===== src/rtl/tmds_pkg.sv =====
// tmds_pkg: shared TMDS constants and types; holds the 10-bit symbol type, the running-disparity type, the control tokens and the TERC4 LUT used when TMDS_TERC4_EN is defined.
package tmds_pkg;
  localparam int CNT_W_DEF = 5;
  typedef logic [9:0] sym_t;
  typedef logic signed [CNT_W_DEF-1:0] cnt_t;
  localparam sym_t CTRL_TOK0 = 10'b1101010100;
  localparam sym_t CTRL_TOK1 = 10'b0010101011;
  localparam sym_t CTRL_TOK2 = 10'b0101010100;
  localparam sym_t CTRL_TOK3 = 10'b1010101011;
  localparam sym_t TERC4_LUT [16] = '{
    10'b1010011100, 10'b1001100011, 10'b1011100100, 10'b1011100010,
    10'b0101110001, 10'b0100011110, 10'b0110001110, 10'b0100111100,
    10'b1011001100, 10'b0100111001, 10'b0110011100, 10'b1011000110,
    10'b1010001110, 10'b1001110001, 10'b0101100011, 10'b1011000011
  };
  function automatic logic [3:0] popcount8(input logic [7:0] v);
    popcount8 = '0;
    for (int i = 0; i < 8; i++) popcount8 = popcount8 + {3'b0, v[i]};
  endfunction
endpackage


===== src/rtl/tm_choice.sv =====
// tm_choice: TMDS transition-minimisation stage; data_in[7:0] pixel byte -> qm_out[8:0], qm_out[8]=1 when XOR chaining was used, 0 for XNOR.
module tm_choice (
  input  logic [7:0] data_in,
  output logic [8:0] qm_out
);
  logic [3:0] n1;
  logic       xn;
  logic [8:0] q;
  always_comb begin
    n1 = '0;
    for (int i = 0; i < 8; i++) n1 = n1 + {3'b0, data_in[i]};
    xn = (n1 > 4'd4) || (n1 == 4'd4 && !data_in[0]);
    q = '0;
    q[0] = data_in[0];
    for (int i = 1; i < 8; i++) q[i] = xn ? ~(q[i-1] ^ data_in[i]) : (q[i-1] ^ data_in[i]);
    q[8] = ~xn;
    qm_out = q;
  end
endmodule


===== src/rtl/tmds_encoder.sv =====
// tmds_encoder: DVI/HDMI TMDS channel encoder with 2-cycle latency.
// Ports: clk_in, rst_n_in (async active-low), data_in[7:0], control_in[1:0], ve_in,
//   tmds_out[9:0] (bit 0 sent first), disparity_out[CNT_W-1:0] (signed running disparity).
// Macro TMDS_TERC4_EN adds di_in and terc4_in[3:0] for TERC4 data-island symbols.
module tmds_encoder
  import tmds_pkg::*;
#(
  parameter int CNT_W = CNT_W_DEF
) (
  input  logic                    clk_in,
  input  logic                    rst_n_in,
  input  logic [7:0]              data_in,
  input  logic [1:0]              control_in,
  input  logic                    ve_in,
  output sym_t                    tmds_out,
  output logic signed [CNT_W-1:0] disparity_out
`ifdef TMDS_TERC4_EN
  ,
  input  logic                    di_in,
  input  logic [3:0]              terc4_in
`endif
);
  logic [8:0]              qm_d, qm_q;
  logic                    ve_q;
  logic [1:0]              ctrl_q;
  sym_t                    tmds_d, tmds_q;
  logic signed [CNT_W-1:0] cnt_d, cnt_q;
  logic [3:0]              n1;
  logic signed [CNT_W:0]   diff, cnt_x, two_hi, two_lo, sum;
  logic                    bal, inv;
  sym_t                    vid_sym, ctl_sym;
`ifdef TMDS_TERC4_EN
  logic                    di_q;
  logic [3:0]              terc4_q;
`endif
  tm_choice u_tm (
    .data_in (data_in),
    .qm_out  (qm_d)
  );
  always_ff @(posedge clk_in or negedge rst_n_in) begin
    if (!rst_n_in) begin
      qm_q    <= '0;
      ve_q    <= 1'b0;
      ctrl_q  <= '0;
      tmds_q  <= '0;
      cnt_q   <= '0;
`ifdef TMDS_TERC4_EN
      di_q    <= 1'b0;
      terc4_q <= '0;
`endif
    end else begin
      qm_q    <= qm_d;
      ve_q    <= ve_in;
      ctrl_q  <= control_in;
      tmds_q  <= tmds_d;
      cnt_q   <= cnt_d;
`ifdef TMDS_TERC4_EN
      di_q    <= di_in;
      terc4_q <= terc4_in;
`endif
    end
  end
  // diff = N1 - N0 = 2*N1 - 8; all balance math runs one bit wider than cnt
  always_comb begin
    n1      = popcount8(qm_q[7:0]);
    diff    = (CNT_W+1)'({n1, 1'b0}) - (CNT_W+1)'(8);
    cnt_x   = {cnt_q[CNT_W-1], cnt_q};
    two_hi  = (CNT_W+1)'({qm_q[8], 1'b0});
    two_lo  = (CNT_W+1)'({~qm_q[8], 1'b0});
    bal     = (n1 == 4'd4) || ~|cnt_q;
    inv     = (!cnt_q[CNT_W-1] && |cnt_q && n1 > 4'd4) || (cnt_q[CNT_W-1] && n1 < 4'd4);
    sum     = bal ? cnt_x + (qm_q[8] ? diff : -diff)
            : inv ? cnt_x + two_hi - diff
            : cnt_x - two_lo + diff;
    vid_sym = bal ? {~qm_q[8], qm_q[8], qm_q[8] ? qm_q[7:0] : ~qm_q[7:0]}
            : {inv, qm_q[8], inv ? ~qm_q[7:0] : qm_q[7:0]};
    ctl_sym = ctrl_q[1] ? (ctrl_q[0] ? CTRL_TOK3 : CTRL_TOK2)
            : (ctrl_q[0] ? CTRL_TOK1 : CTRL_TOK0);
`ifdef TMDS_TERC4_EN
    ctl_sym = di_q ? TERC4_LUT[terc4_q] : ctl_sym;
`endif
    tmds_d  = ve_q ? vid_sym : ctl_sym;
    cnt_d   = ve_q ? sum[CNT_W-1:0] : '0;
  end
  assign tmds_out      = tmds_q;
  assign disparity_out = cnt_q;
endmodule


===== config.mk =====
export PLATFORM = sky130hd
export DESIGN_NAME = tmds_encoder
export DESIGN_NICKNAME = d
export VERILOG_FILES = /design/src/rtl/tmds_pkg.sv /design/src/rtl/tm_choice.sv /design/src/rtl/tmds_encoder.sv
export SDC_FILE = /design/constraint.sdc
export NUM_CORES = 1
export LEC_CHECK = 0
export BUFFER_PORTS_ARGS = -buffer_cell sky130_fd_sc_hd__buf_2
export CAP_MARGIN = 20
export CORE_MARGIN = 4
export CORE_UTILIZATION = 24
export CTS_CLUSTER_SIZE = 24
export DETAILED_ROUTE_END_ITERATION = 10
export GPL_TIMING_DRIVEN = 1
export PLACE_DENSITY = 0.37
export SLEW_MARGIN = 10
export SYNTH_ARGS = -nofsm -noshare
export SYNTH_HDL_FRONTEND = slang
export SYNTH_SLANG_ARGS = --single-unit

===== constraint.sdc =====
create_clock -name clk_in -period 4.1 [get_ports clk_in]
set_input_delay 0 -clock clk_in [delete_from_list [all_inputs] [get_ports clk_in]]
set_output_delay 0 -clock clk_in [all_outputs]
set_load 0.01 [all_outputs]

## After elaboration in Yosys (flattened, before gate mapping)

Index checks and enable logic that the tools add are counted.

- Bits in registers: 27
- Input bits: 13
- Logic and storage cells: 77

- $add $sub $neg: 21
- Magnitude comparators: 3
- Eq/ne operators: 2
- Mux-type cells: 18
- Bitwise gates (word level): 17
- Reduce and logical (&&, ||, !) cells: 11

Operators with widths:

| cell | number |
|---|---|
| $mux 10 | 5 |
| $add 4x1->4 | 10 |
| $mux 5 | 4 |
| $mux 8 | 2 |
| $add 5x5->5 | 2 |
| $not 1->1 | 9 |
| $eq 4x3->1 const B | 2 |
| $gt 4x3->1 const B | 2 |
| $not 8->8 | 1 |
| $mux 1 | 7 |
| $xor 1x1->1 | 7 |
| $add 5x3->5 | 1 |
| $neg 5->5 | 1 |
| $reduce_or 5->1 | 1 |
| $sub 5x3->5 | 1 |
| $sub 5x4->5 const B | 1 |
| $sub 5x5->5 | 1 |
| $add 1x1->2 | 2 |
| $add 3x1->4 | 1 |
| $logic_and 1x1->1 | 4 |
| $lt 4x3->1 const B | 1 |
| $add 2x1->3 | 1 |
| $logic_not 1->1 | 3 |
| $logic_or 1x1->1 | 3 |

## Logic depth before layout (Yosys ltp)

- Word-level depth: 29
- Gate-level depth with buffers: 17
- Mapped depth without buffers: 17

## Hierarchy

From an unflattened synthesis, not the netlist that was laid out.

- Cell total of the unflattened synthesis: 185
- Area total of the unflattened synthesis: 2010.7 µm²

Modules (own cells, without submodules):

| module | instances | cells each | area each (µm²) | seq. area each (µm²) |
|---|---|---|---|---|
| tmds_encoder | 1 | 156 | 1700.4 | 650.6 |
| tm_choice | 1 | 29 | 310.3 | 0.0 |

## Worst setup path before layout

No wires, ideal clock.

- Kind: flip-flop to flip-flop
- Start point: register qm_q[0]
- End point: register cnt_q[4] (netlist: disparity_out[4])
- Setup time: 0.099 ns
- Arrival time: 4.156 ns
- Data required time: 4.001 ns
- Path slack: -0.156 ns
- Stages on the path, launching flop included: 17
- Path buffers: 0
- Period minus slack after synthesis: 4.256 ns
- Cell sequence: dfrtp_1 > fa_1 > inv_1 > fa_1 > fa_1 > inv_1 > ha_1 > inv_1 > fa_1 > ha_1 > inv_1 > ha_1 > a21o_1 > a21oi_1 > xnor2_1 > and3_1 > a311oi_1

- Cells in the longest elaborated chain, start to end: 13

Ends and longest elaborated chain:

| what | line | RTL |
|---|---|---|
| start: declaration | tmds_encoder.sv:23 | `logic [8:0] qm_d, qm_q;` |
| start signal: assignment | tmds_encoder.sv:52 | `qm_q <= qm_d;` |
| $add 1x1->2 (*) | tmds_pkg.sv:18 | `for (int i = 0; i < 8; i++) popcount8 = popcount8 + {3'b0, v[i]};` |
| $add 2x1->3 (*) | tmds_pkg.sv:18 |  |
| $add 3x1->4 (*) | tmds_pkg.sv:18 |  |
| $add 4x1->4 (*) (4 in a row) | tmds_pkg.sv:18 |  |
| $sub 5x4->5 (tied with other cells) | tmds_encoder.sv:66 | `diff = (CNT_W+1)'({n1, 1'b0}) - (CNT_W+1)'(8);` |
| $neg 5->5 / $logic_and 1x1->1 (equally long branches) | tmds_encoder.sv:72, tmds_encoder.sv:71 |  |
| $mux 5 / $logic_or 1x1->1 (equally long branches) | tmds_encoder.sv:72, tmds_encoder.sv:71 |  |
| $add 5x5->5 / $mux 5 (equally long branches) | tmds_encoder.sv:72, tmds_encoder.sv:73 |  |
| $mux 5 (*) | tmds_encoder.sv:72 | `sum = bal ? cnt_x + (qm_q[8] ? diff : -diff)` |
| $mux 5 (*) | tmds_encoder.sv:83 | `cnt_d = ve_q ? sum[CNT_W-1:0] : '0;` |
| net cnt_d[4] | tmds_encoder.sv:27 | `logic signed [CNT_W-1:0] cnt_d, cnt_q;` |
| end signal: assignment | tmds_encoder.sv:56 | `cnt_q <= cnt_d;` |
| end: declaration | tmds_encoder.sv:27 |  |

Mark *: on every way through the listed nets, which the timed path passes. The rest lies on a longest branch.

## Worst setup path in the final report

Same ends and word-level chain as after synthesis.

==> out/metrics.csv <==
stage,metric,value,unit
outcome,status,"complete, but fails checks",
outcome,failing checks,setup timing,
synth,post-synthesis cell type count,33,
cells_and_area,Post-Layout Inst Area,0.00274,sq mm
synth,post-synthesis cell count,181,
synth,Post-synth top flop,dfrtp_1,
synth,Synth top area share,32.7,%
synth,"Async S/R FF share, synth",100,%
timing,Final setup viols,3,
floorplanning,total core area,0.00789,sq mm
detailed_routing,WL/cell,12.9,um
cells_and_area,P&R area growth vs syn,37.4,%
grt,antenna violations before repair,0,
clocking,Num CTS Buffers,3,
clocking,clock slew at reported path FFs,100,ps
detailed_routing,TritonRoute pass-1 iters,4,
timing,crit share post-route,103,%
detailed_routing,vias,1343,
synth,dominant cells by area after synthesis,"dfrtp_1 (33%), ha_1 (13%), fa_1 (13%)",
place,IO Port Bufs,26,
grt,number of global-route vias before repair,1402,
clocking,TritonCTS sink count,26,
grt,total track usage,9.09,%
clocking,H-tree depth,1,
timing,Setup Skew,6.46,ps
synth,post-synth top area cell,dfrtp_1,
setup_path,Worst setup endpoint,disparity_out[4]$_DFF_PN0_,
clocking,CTS tree,built,
setup_path,CP max stage delay,530,ps
synth,synth warn,0,
timing,RSZ-0062 raised after global routing,true,
floorplanning,Initial Utilization,25.3,%
timing,Slew @ Worst Pin,656,ps
floorplanning,Top Ports,28,
place,hpwl dp,3.36,mm
setup_path,Critical Path End Type,flop,
synth,Post-synth EDFFs,0,
cells_and_area,fraction of layout cells with a size suffix above 1,37.9,%
setup_path,CP dominant cell by count,fa_1,
setup_path,CP Max Fanout,3,
detailed_routing,initial DRC count,35,
setup_path,number of stages on the worst setup path,17,
detailed_routing,Antenna Nets Post-Route,0,
cells_and_area,filler cell count,811,
synth,sequential element share of the synthesized area,32.7,%
cells_and_area,antenna cells,0,
grt,first-pass GRT wire length,7.11,mm
timing,fin. max-slew vios,0,
place,Placer Congestion,0.713,
place,placed instance area,0.00238,sq mm
setup_path,"Cell Chain, Critical Path","fa_1, inv_1, fa_1, fa_1, inv_1, ha_2, inv_2, fa_2, ha_4, inv_2, mux2i_4, ha_1, a21o_1, a21oi_2, xnor3_1, o21ai_1, a311oi_1",
floorplanning,floorplan row count,32,
hold_path,Hold Path Class,primary input to flop,
timing,Final Critical Period,4220,ps
job,# Max-Cap Violations,0,
timing,PnR worst setup slack,-123,ps
detailed_routing,DRC,0,
setup_path,Worst Path Arrival,4370,ps
clocking,Root Driver,clkbuf_8,
floorplanning,die area,0.00982,sq mm
timing,Max transition margin,55.9,%
clocking,clock latency on the worst-skew pair,280,ps
setup_path,CP Buf/Inv Count,4,
setup_path,worst-case reg-to-reg path depth,17,
setup_path,r2r setup slk,-120,ps
cells_and_area,Final #Nets,283,
grt,largest net degree at the start of global routing,27,
synth,synthesized cell area,0.00199,sq mm
setup_path,Slowest cell on crit path,fa_1,
synth,#FFs+latches synth,26,
setup_path,Crit Reg-Reg Endpoint,disparity_out[4]$_DFF_PN0_,
synth,most frequent cells after synthesis,"inv_1 (35), dfrtp_1 (26), ha_1 (21), xnor2_1 (21), fa_1 (13)",
setup_path,FF-to-FF Start,qm_q[0]$_DFF_PN0_,
hold_path,Hold Path Cell Cnt,2,
detailed_routing,routed wire length,4.36,mm
detailed_routing,Via density,3.99,
clocking,CTS Buffer Depth,2,
synth,synthesized net count,228,
timing,Final Hold Viols,0,
setup_path,Crit path max-delay family,adder cells,
setup_path,Setup crit start kind,flop,
synth,"count leader, synth",inv_1,
setup_path,critical path required time,4250,ps
synth,Syn Area/Cell,11.0,sq um
setup_path,CP Launch Point,qm_q[0]$_DFF_PN0_,
grt,gr ovfl total,0,
setup_path,Worst Setup Path Type,flop to flop,
place,pre-CTS setup slack,-175,ps
floorplanning,die width,99.1,um
timing,Fmax achieved,0.237,GHz
floorplanning,Die Ht,99.1,um
## final cells by class
type                    count  area [sq um]  share of cell area (%)
multi-input cells         116          1370                    50.1
inverters                  35           134                    4.89
repair buffers             54           382                    13.9
clock inverters             1          30.0                    1.10
well taps                 102           128                    4.66
clock buffers               3          41.3                    1.51
flip-flops and latches     26           651                    23.8
## cells by family (layout without fill, tap and decap cells)
group,after synthesis,in the layout,share of synthesized area (%)
adders and majority gates,34,34,26.3
DFF,26,26,32.7
buffers and inverters,39,93,7.73
AOI/OAI and AO/OA,32,32,11.4
xor gates and xnor gates,30,30,15.8
muxes,4,4,2.01
and+or+nand+nor,15,15,4.02
other,1,1,0.188
## layer usage
metal | up-vias | wire length (um) | global-route usage [%]
met4 | 0 | 37 | 2.84
met2 | 20 | 1990 | 13.8
met3 | 2 | 130 | 1.12
met1 | 641 | 2210 | 13.4
met5 | - | 0 | 0
li1 | 680 | - | -
## worst min path at each step
| stage | slack (ps) | start | end |
|---|---|---|---|
| 6_report | 60 | data_in[2] | qm_q[2]$_DFF_PN0_ |
| 5_1_grt | 40 | data_in[2] | qm_q[2]$_DFF_PN0_ |
| 4_1_cts | 40 | data_in[2] | qm_q[2]$_DFF_PN0_ |
| 3_5_place_dp | 60 | rst_n_in | disparity_out[1]$_DFF_PN0_ |
| 3_3_place_gp | 50 | rst_n_in | disparity_out[2]$_DFF_PN0_ |
| 2_1_floorplan | -300 | rst_n_in | ctrl_q[0]$_DFF_PN0_ |
## state kept, by name, indices dropped and copies added, names as in the netlist
name / count
qm_q: 9
ctrl_q: 2
tmds_out: 10
ve_q: 1
disparity_out: 4
## layout by cell type, fill, tap and decap left out, types with 3 or more instances in the layout
cell type,instances
a21o_1,12
a21oi_1,4
a21oi_2,5
buf_2,26
buf_4,15
buf_6,7
clkbuf_8,3
dfrtp_1,26
dlygate4sd3_1,6
fa_1,10
fa_2,3
ha_1,16
ha_4,4
inv_1,30
inv_2,4
nor2_1,4
xnor2_1,17
xnor2_2,7
xor2_1,3
## through the flow
step                      hold slack (ps)  setup TNS (ps)  util [%]  std cells
final                                56.5            -199      34.7        337
after detailed placement             59.9            -717      30.1        320
after global routing                 42.6           -1660      34.7        337
after CTS                            40.8            -307      32.3        331
after floorplan                      -296           -69.5         -        181
after global placement               54.3            -853      30.1        320
## worst reg2reg max path, delay by kind of cell (launching register included)
kind,cells,cell delay [ps]
adders and majority gates,7,2660
DFF,1,420
buffers and inverters,4,170
xor gates and xnor gates,1,220
muxes,1,150
AOI/OAI and AO/OA,4,490
## timing repair
item                                    CTS  global route
buffers inserted                          1             5
gates cloned                              0             1
endpoints found under the hold margin    31             0
endpoints found under the setup margin   12            13
pin swaps                                 8            11
hold buffers                              6             0
resized for setup                        10            30
Power is left out: the tool's default activity adds up to more than one toggle a clock period on the data nets, which glitch-free logic cannot reach.
